[config.mk]
export PLATFORM = sky130hd
export DESIGN_NAME = ps2_host_tx
export DESIGN_NICKNAME = d
export VERILOG_FILES = /design/src/rtl/ps2_host_tx.sv
export SDC_FILE = /design/constraint.sdc
export NUM_CORES = 1
export LEC_CHECK = 0
export BUFFER_PORTS_ARGS = -buffer_cell sky130_fd_sc_hd__clkbuf_2
export CAP_MARGIN = 0
export CORE_AREA = 2 2 63 89
export DETAILED_ROUTE_END_ITERATION = 10
export DIE_AREA = 0 0 65 91
export GPL_TIMING_DRIVEN = 1
export PLACE_DENSITY_LB_ADDON = 0.3
export SYNTH_ARGS = -nofsm -noshare
export SYNTH_HDL_FRONTEND = slang
export SYNTH_SLANG_ARGS = --single-unit
[constraint.sdc]
create_clock -name clk -period 2.75 [get_ports clk]
set_clock_uncertainty 0.15 [all_clocks]
set_input_delay 0.275 -clock clk [delete_from_list [all_inputs] [get_ports clk]]
set_output_delay 0.275 -clock clk [all_outputs]
set_load 0.01 [all_outputs]
[src/rtl/ps2_host_tx.sv]
// Host-to-device PS/2 transmitter.
// Sends one command byte to the device over the shared open-drain ps2_clk/ps2_data
// pair. It holds rx_inhibit high so the receive path ignores the frame while it is
// in flight.
//
// state        | meaning
// -------------+-------------------------------------------------------------
// S_IDLE       | lines released, tx_ready high, waiting for tx_valid
// S_INHIBIT    | ps2_clk held low; start bit (data low) asserted in last cycle
// S_SEND       | clock released; device clocks out d0..d7, parity, stop, ACK
// S_WAIT_IDLE  | ACK seen; waiting for both lines to return high
// S_DONE       | one-cycle done pulse
// S_ERR        | one-cycle err pulse (watchdog expired or ACK missing)
//
// One counter is shared. In S_INHIBIT it times the inhibit phase. In S_SEND and
// S_WAIT_IDLE it is the watchdog. Both uses count down to a terminal count of
// zero, so 2^CNT_W must exceed max(INHIBIT_CYCLES, TIMEOUT_CYCLES).

module ps2_host_tx #(
    parameter int INHIBIT_CYCLES = 5000,
    parameter int TIMEOUT_CYCLES = 750000,
    parameter int CNT_W          = 20
) (
    input  logic       clk,
    input  logic       reset,
    input  logic [7:0] tx_data,
    input  logic       tx_valid,
    output logic       tx_ready,
    input  logic       ps2_clk_in,
    input  logic       ps2_data_in,
    output logic       ps2_clk_oe,
    output logic       ps2_data_oe,
    output logic       rx_inhibit,
    output logic       done,
    output logic       err
);

    // Each load value is one less than its duration: the terminal-count cycle
    // (cnt == 0) is itself part of the phase.
    localparam logic [CNT_W-1:0] INHIBIT_LOAD = CNT_W'(INHIBIT_CYCLES - 1);
    localparam logic [CNT_W-1:0] TIMEOUT_LOAD = CNT_W'(TIMEOUT_CYCLES - 1);
    localparam logic [CNT_W-1:0] CNT_ONE      = CNT_W'(1);
    localparam logic [CNT_W-1:0] CNT_ZERO     = '0;

    typedef enum logic [2:0] {
        S_IDLE,
        S_INHIBIT,
        S_SEND,
        S_WAIT_IDLE,
        S_DONE,
        S_ERR
    } state_t;

    state_t           state, state_n;
    logic [CNT_W-1:0] cnt, cnt_n;
    logic [3:0]       bitcnt, bitcnt_n;
    logic [7:0]       shreg, shreg_n;
    logic             parity, parity_n;
    logic             data_oe_q, data_oe_n;

    logic             clk_s1, clk_s2, clk_prev;
    logic             data_s1, data_s2;
    logic             fe;

    // Two-flop synchronisers on both lines plus a delayed copy of the clock for edge detection.
    always_ff @(posedge clk) begin
        if (reset) begin
            clk_s1   <= 1'b1;
            clk_s2   <= 1'b1;
            clk_prev <= 1'b1;
            data_s1  <= 1'b1;
            data_s2  <= 1'b1;
        end else begin
            clk_s1   <= ps2_clk_in;
            clk_s2   <= clk_s1;
            clk_prev <= clk_s2;
            data_s1  <= ps2_data_in;
            data_s2  <= data_s1;
        end
    end

    // The inhibit phase drives the clock line low itself, so fe also fires in the
    // first few S_INHIBIT cycles. The FSM ignores fe in that state.
    assign fe = clk_prev & ~clk_s2;

    // FSM state register together with the frame datapath registers.
    always_ff @(posedge clk) begin
        if (reset) begin
            state     <= S_IDLE;
            cnt       <= '0;
            bitcnt    <= '0;
            shreg     <= '0;
            parity    <= 1'b0;
            data_oe_q <= 1'b0;
        end else begin
            state     <= state_n;
            cnt       <= cnt_n;
            bitcnt    <= bitcnt_n;
            shreg     <= shreg_n;
            parity    <= parity_n;
            data_oe_q <= data_oe_n;
        end
    end

    // Next-state logic, watchdog/inhibit counting and data-line updates on each falling edge.
    always_comb begin
        state_n   = state;
        cnt_n     = cnt;
        bitcnt_n  = bitcnt;
        shreg_n   = shreg;
        parity_n  = parity;
        data_oe_n = data_oe_q;

        case (state)
            S_IDLE: begin
                if (tx_valid) begin
                    shreg_n   = tx_data;
                    parity_n  = ~^tx_data;
                    cnt_n     = INHIBIT_LOAD;
                    bitcnt_n  = '0;
                    // With a one-cycle inhibit, the start bit has to go out immediately.
                    data_oe_n = (INHIBIT_CYCLES == 1);
                    state_n   = S_INHIBIT;
                end
            end

            S_INHIBIT: begin
                if (cnt == CNT_ZERO) begin
                    cnt_n    = TIMEOUT_LOAD;
                    bitcnt_n = '0;
                    state_n  = S_SEND;
                end else begin
                    cnt_n = cnt - CNT_ONE;
                    // The start bit goes low during the final inhibit cycle, so data
                    // is already low when the clock is released.
                    if (cnt == CNT_ONE) begin
                        data_oe_n = 1'b1;
                    end
                end
            end

            S_SEND: begin
                if (cnt == CNT_ZERO) begin
                    data_oe_n = 1'b0;
                    state_n   = S_ERR;
                end else begin
                    cnt_n = cnt - CNT_ONE;
                    if (fe) begin
                        bitcnt_n = bitcnt + 4'd1;
                        if (bitcnt < 4'd8) begin
                            data_oe_n = ~shreg[bitcnt[2:0]];
                        end else if (bitcnt == 4'd8) begin
                            data_oe_n = ~parity;
                        end else if (bitcnt == 4'd9) begin
                            data_oe_n = 1'b0;
                        end else begin
                            data_oe_n = 1'b0;
                            state_n   = data_s2 ? S_ERR : S_WAIT_IDLE;
                        end
                    end
                end
            end

            S_WAIT_IDLE: begin
                if (cnt == CNT_ZERO) begin
                    state_n = S_ERR;
                end else begin
                    cnt_n = cnt - CNT_ONE;
                    if (clk_s2 && data_s2) begin
                        state_n = S_DONE;
                    end
                end
            end

            S_DONE: begin
                state_n = S_IDLE;
            end

            S_ERR: begin
                data_oe_n = 1'b0;
                state_n   = S_IDLE;
            end

            default: begin
                data_oe_n = 1'b0;
                state_n   = S_IDLE;
            end
        endcase
    end

    // All outputs are decoded directly from the state and the registered data-line enable.
    always_comb begin
        tx_ready    = (state == S_IDLE);
        rx_inhibit  = (state != S_IDLE);
        ps2_clk_oe  = (state == S_INHIBIT);
        ps2_data_oe = data_oe_q;
        done        = (state == S_DONE);
        err         = (state == S_ERR);
    end

endmodule

Word level (Yosys, flattened, before mapping). Index checks and enable logic that the tools add are counted.

Order comparisons: 2. Add/subtract/negate cells: 2. Shifts and indexed selects: 0. Reduce and logical (&&, ||, !) cells: 14. Multiply operators: 0. Bitwise logic cells: 5. Multiplexer cells: 30. Equal/unequal tests: 20. Divide/modulo/power cells: 0.

Operators with widths (count): $mux 20 (3); $pmux 20 s3 (1); $mux 3 (10); $eq 20x1->1 const B (1); $logic_not 20->1 (1); $sub 20x1->20 const B (1); $mux 4 (4); $ne 3x3->1 const B (5); $pmux 3 s4 (1); $pmux 4 s3 (1); $ne 2x2->1 const B (5); $reduce_and 5->1 (2); $reduce_bool 3->1 (3); $eq 4x4->1 const B (2); $mux 1 (8); $reduce_xnor 8->1 (1); $reduce_and 7->1 (1); $eq 3x2->1 const B (2); $eq 3x3->1 const B (2); $add 4x1->4 const B (1); $lt 3x4->1 const B (1); $lt 4x4->1 const B (1); $ne 2x1->1 const B (2); $not 1->1 (4); 9 further kinds (10).

Bits in writable memories: 0. ROM bits: 0. Input port bits: 13. Latch bits: 0. Flip-flop bits (word level): 42. Memories: 0.

Logic depth before layout (Yosys ltp).
Depth after elaboration: 7. Depth in mapped cells: 8. Mapped depth without buffers: 8.

Worst setup path after synthesis. OpenSTA, ideal clock, no wires.

Path type: register to register. Start point: register cnt[4]. End point: register cnt[19]. Path slack: 0.335 ns. Buffers on the path: 1. Cell stages (with the launch flop): 8. Data arrival time: 2.148 ns. Cell sequence: dfxtp_1 > or4_4 > or3_1 > buf_2 > or4b_4 > nor2_2 > o22ai_1 > o2bb2ai_2.

Cells in the longest elaborated chain, start to end: 3.

RTL lines: start: declaration (RTL line 55) `logic [CNT_W-1:0] cnt, cnt_n;`; start signal: assignment (RTL line 97) `cnt <= cnt_n;`; $sub 20x1->20 / $logic_not 20->1 (equally long branches); $mux 20 (tied with other cells) (RTL line 143, 165); $pmux 20 s3 / $reduce_and 3->1 (equally long branches).

Parallel ways exist; a longest one is shown, timed or not. The select of a mux whose other input is x is not followed. A chain may end at the register's enable or synchronous reset.

Worst setup path after layout.
Start point: register cnt[10]. End point: register cnt[0].

Cells in the longest elaborated chain, start to end: 3.

RTL lines (RTL line): $logic_not 20->1 * (128, 143, 165); $mux 20 / $ne 2x2->1 (equally long branches); $pmux 20 s3 / $reduce_and 3->1 (equally long branches).

Every way passes the cells marked *; elsewhere a longest branch is shown, timed or not.

==> flow_metrics.py <==
metrics = {
    "sta": {
        "min_period_ns": 2.60,
        "finalHoldViolations": 0,
        "final.setup.tns_ns": 0,
        "finalMaxSlewViolations": 0,
        "slew_headroom_pct": 60.1,
        "whs_ns": 0.0110,
        "rsz0062_at_grt": "false",
        "setup_viol": 0,
        "layout_setup_ws_ns": 0.145,
        "finalCritPeriodShare_pct": 94.7,
        "fmax_ghz": 0.384,
        "tightestPinTransition_ns": 0.596,
    },
    "cells_and_area": {
        "nets": 335,
        "fillers": 491,
        "final_common_cell": "dfxtp_1",
        "design_area_um2": 2660,
        "multi_input_comb_area_um2": 1440,
        "utilization_pct": 52.3,
        "seq_area_um2": 841,
        "layout_common_cells": "dfxtp_1, nand2_1, a21oi_1",
        "n_antenna_cell": 0,
        "drive_gt1_share_pct": 15.5,
        "areaGrowthSynthToFinish_pct": 11.5,
        "finalNonFillerCells": 383,
    },
    "global_routing": {
        "grt_max_degree": 21,
        "overflow": 0,
        "antenna_found_initial": 0,
        "track_usage_pct": 22.3,
        "grt_first_pass_wirelength_um": 10400,
        "first_global_vias": 2234,
    },
    "pwr": {
        "swShare_pct": 32.3,
        "pwr-share-comb_pct": 26.1,
        "ir_worst_vdd_mv": 0.308,
        "leakage_nw": 1.06,
        "cellPowerDensity_nw_per_um2": 565,
        "power.internal_mw": 1.02,
        "p_seq_share_pct": 46.5,
        "power.switching_mw": 0.484,
        "p_clk_share_pct": 27.4,
        "power_mw": 1.50,
    },
    "critical_path": {
        "critPathCapture": "cnt[0]",
        "crit_path_top_delay_cell": "or4_1",
        "reg2reg_to": "cnt[0]",
        "critPathMaxFanout": 8,
        "critical_path_required_ns": 2.80,
        "worst_setup_path_start_kind": "flip-flop",
        "r2r_slack_ns": 0.15,
        "cp-end-kind": "flip-flop",
        "slowest_delay_ns": 0.67,
        "crit_type": "reg2reg",
        "critPathMostFrequentCell": "and3_1",
        "r2r_cells": 6,
        "path_cells": "or4_1, nor4_4, and3_1, nor2_1, and3_1, a211oi_1",
        "reg2reg_from": "cnt[10]",
        "crit_arrival_ns": 2.66,
        "critPathLaunch": "cnt[10]",
    },
    "yosys": {
        "syn_nets": 314,
        "seq_area_frac_synth_pct": 35.3,
        "yosysWarnings": 0,
        "syn_inst": 295,
        "synthArstFlopShare_pct": 0,
        "synthesis.area_um2": 2380,
        "synth_ff_type": "dfxtp_1",
        "synth_seq_cells": 42,
        "synth.distinct_cells": 51,
        "avgSynthCellArea_um2": 8.07,
        "synth-edff-count": 0,
    },
    "die": {
        "die_w_um": 65,
        "die_h_um": 91,
        "dieArea_um2": 5920,
        "rows": 31,
        "ios": 19,
        "start_util_pct": 46.9,
        "coreArea_um2": 5080,
    },
    "detailed_routing": {
        "routed_via_density": 5.73,
        "wl_um": 5920,
        "top_layer_used": "met4",
        "met3_length_um": 183,
        "wl_met2_um": 2980,
        "drtAntennaViolNets": 0,
        "wl_per_cell_um": 15.5,
        "route.detailed.drc": 0,
        "drt_pre_antenna_iters": 4,
        "vias": 2195,
        "drt-initial-drc-count": 68,
        "m1WireLength_um": 2520,
    },
    "place": {
        "port_buffers": 18,
        "place_congestion": 0.891,
        "dp_cells": 375,
        "dp.final_hpwl_um": 4470,
        "dpl-instance-area_um2": 2560,
        "preCtsSetupSlack_ns": 0.202,
    },
    "hold_path": {
        "min_path_type": "in2reg",
        "worstHoldStart": "ps2_data_in",
    },
    "clocking": {
        "clk_latency_ns": 0.30,
        "cts_buffer_depth": 2,
        "cts_tree": "yes",
        "cts_setup_buffers": 0,
        "htreeDepth": 2,
        "cts.sinks": 42,
        "hold_buffers": 0,
        "cts_root_buf": "clkbuf_8",
        "cts_resized": 0,
        "clk_transition_reported_paths_ns": 0.08,
        "cts_buffers": 5,
    },
    "run": {
        "cap_violations": 0,
    },
    "run_status": {
        "status": "finished, final reports clean",
    },
}
==> logic make-up (layout without fill, tap and decap cells) <==
group | count (synthesis) | after routing | synth area share, %
and+or+nand+nor | 135 | 135 | 30.7
AOI/OAI and AO/OA | 64 | 64 | 17.4
adders and majority gates | 6 | 6 | 3.15
xor gates and xnor gates | 18 | 18 | 6.62
buffers and inverters | 25 | 47 | 4.15
DFF | 42 | 42 | 35.3
muxes | 5 | 5 | 2.63
==> synth_stat cells (2+ instances only) <==
cell | count | area (um^2)
nor3_1 | 10 | 50.1
o21ai_0 | 6 | 30.0
nor4_1 | 8 | 50.1
a211o_1 | 2 | 17.5
o22ai_1 | 4 | 25.0
nand4_1 | 7 | 43.8
and3_1 | 4 | 25.0
inv_1 | 13 | 48.8
nand3_1 | 8 | 40.0
nor2b_1 | 2 | 12.5
or4_1 | 3 | 22.5
or3_1 | 6 | 37.5
ha_1 | 6 | 75.1
or2_2 | 6 | 37.5
nor4_4 | 2 | 42.5
a211oi_1 | 2 | 15.0
dfxtp_1 | 42 | 841
xor2_1 | 4 | 35.0
o31ai_1 | 2 | 15.0
nor2_1 | 26 | 97.6
or2_1 | 2 | 12.5
xnor2_1 | 14 | 123
nor3b_1 | 2 | 15.0
o211ai_1 | 2 | 15.0
and2_1 | 3 | 18.8
nand2b_1 | 8 | 50.1
a21oi_1 | 27 | 135
a31oi_1 | 2 | 12.5
a221oi_1 | 2 | 17.5
mux2i_1 | 4 | 40.0
a21o_1 | 4 | 30.0
nand2_1 | 33 | 124
buf_2 | 4 | 20.0
clkbuf_1 | 8 | 30.0
==> per-layer routing <==
layer,global-route usage [%],vias to the layer above
met5,0,-
met4,11.3,0
met3,4.09,20
met2,38.8,52
met1,25.5,1025
li1,-,1098
==> state kept, by name, summed over array words and instances (netlist names) <==
signal / cells
bitcnt: 4
clk_prev: 1
clk_s1: 1
clk_s2: 1
cnt: 20
data_s1: 1
data_s2: 1
parity: 1
ps2_data_oe: 1
shreg: 8
state: 3
==> worst min-delay path by stage <==
stage,endpoint,slack (ns),cells after the start
6_report,data_s1,0.01,2
5_1_grt,clk_s1,0.01,2
4_1_cts,data_s1,0.007,2
3_5_place_dp,clk_s2,0.24,1
3_3_place_gp,data_s2,0.24,1
2_1_floorplan,clk_s1,0.23,1
==> power by group through the flow <==
stage	Sequential [mW]	Combinational (mW)	Clock, mW
after global routing	0.705	0.442	0.452
final	0.698	0.391	0.412
after floorplan	0.696	0.300	0
after global placement	0.710	0.382	0
after CTS	0.697	0.390	0.424
after detailed placement	0.711	0.387	0
==> final cells by class <==
class / count / share of cell area, %
Timing Repair Buffer: 26 / 5.66
Tap cell: 66 / 3.11
Clock inverter: 1 / 0.189
Sequential cell: 42 / 31.7
Clock buffer: 7 / 3.25
Multi-Input combinational cell: 228 / 54.3
Inverter: 13 / 1.84
==> worst max-delay path: cells and delay by family, from the launching register on <==
family | cells | cell delay (ns)
simple gates | 5 | 1.79
flops | 1 | 0.35
compound gates | 1 | 0.24
No activity file was read; power rests on OpenSTA's default activity.
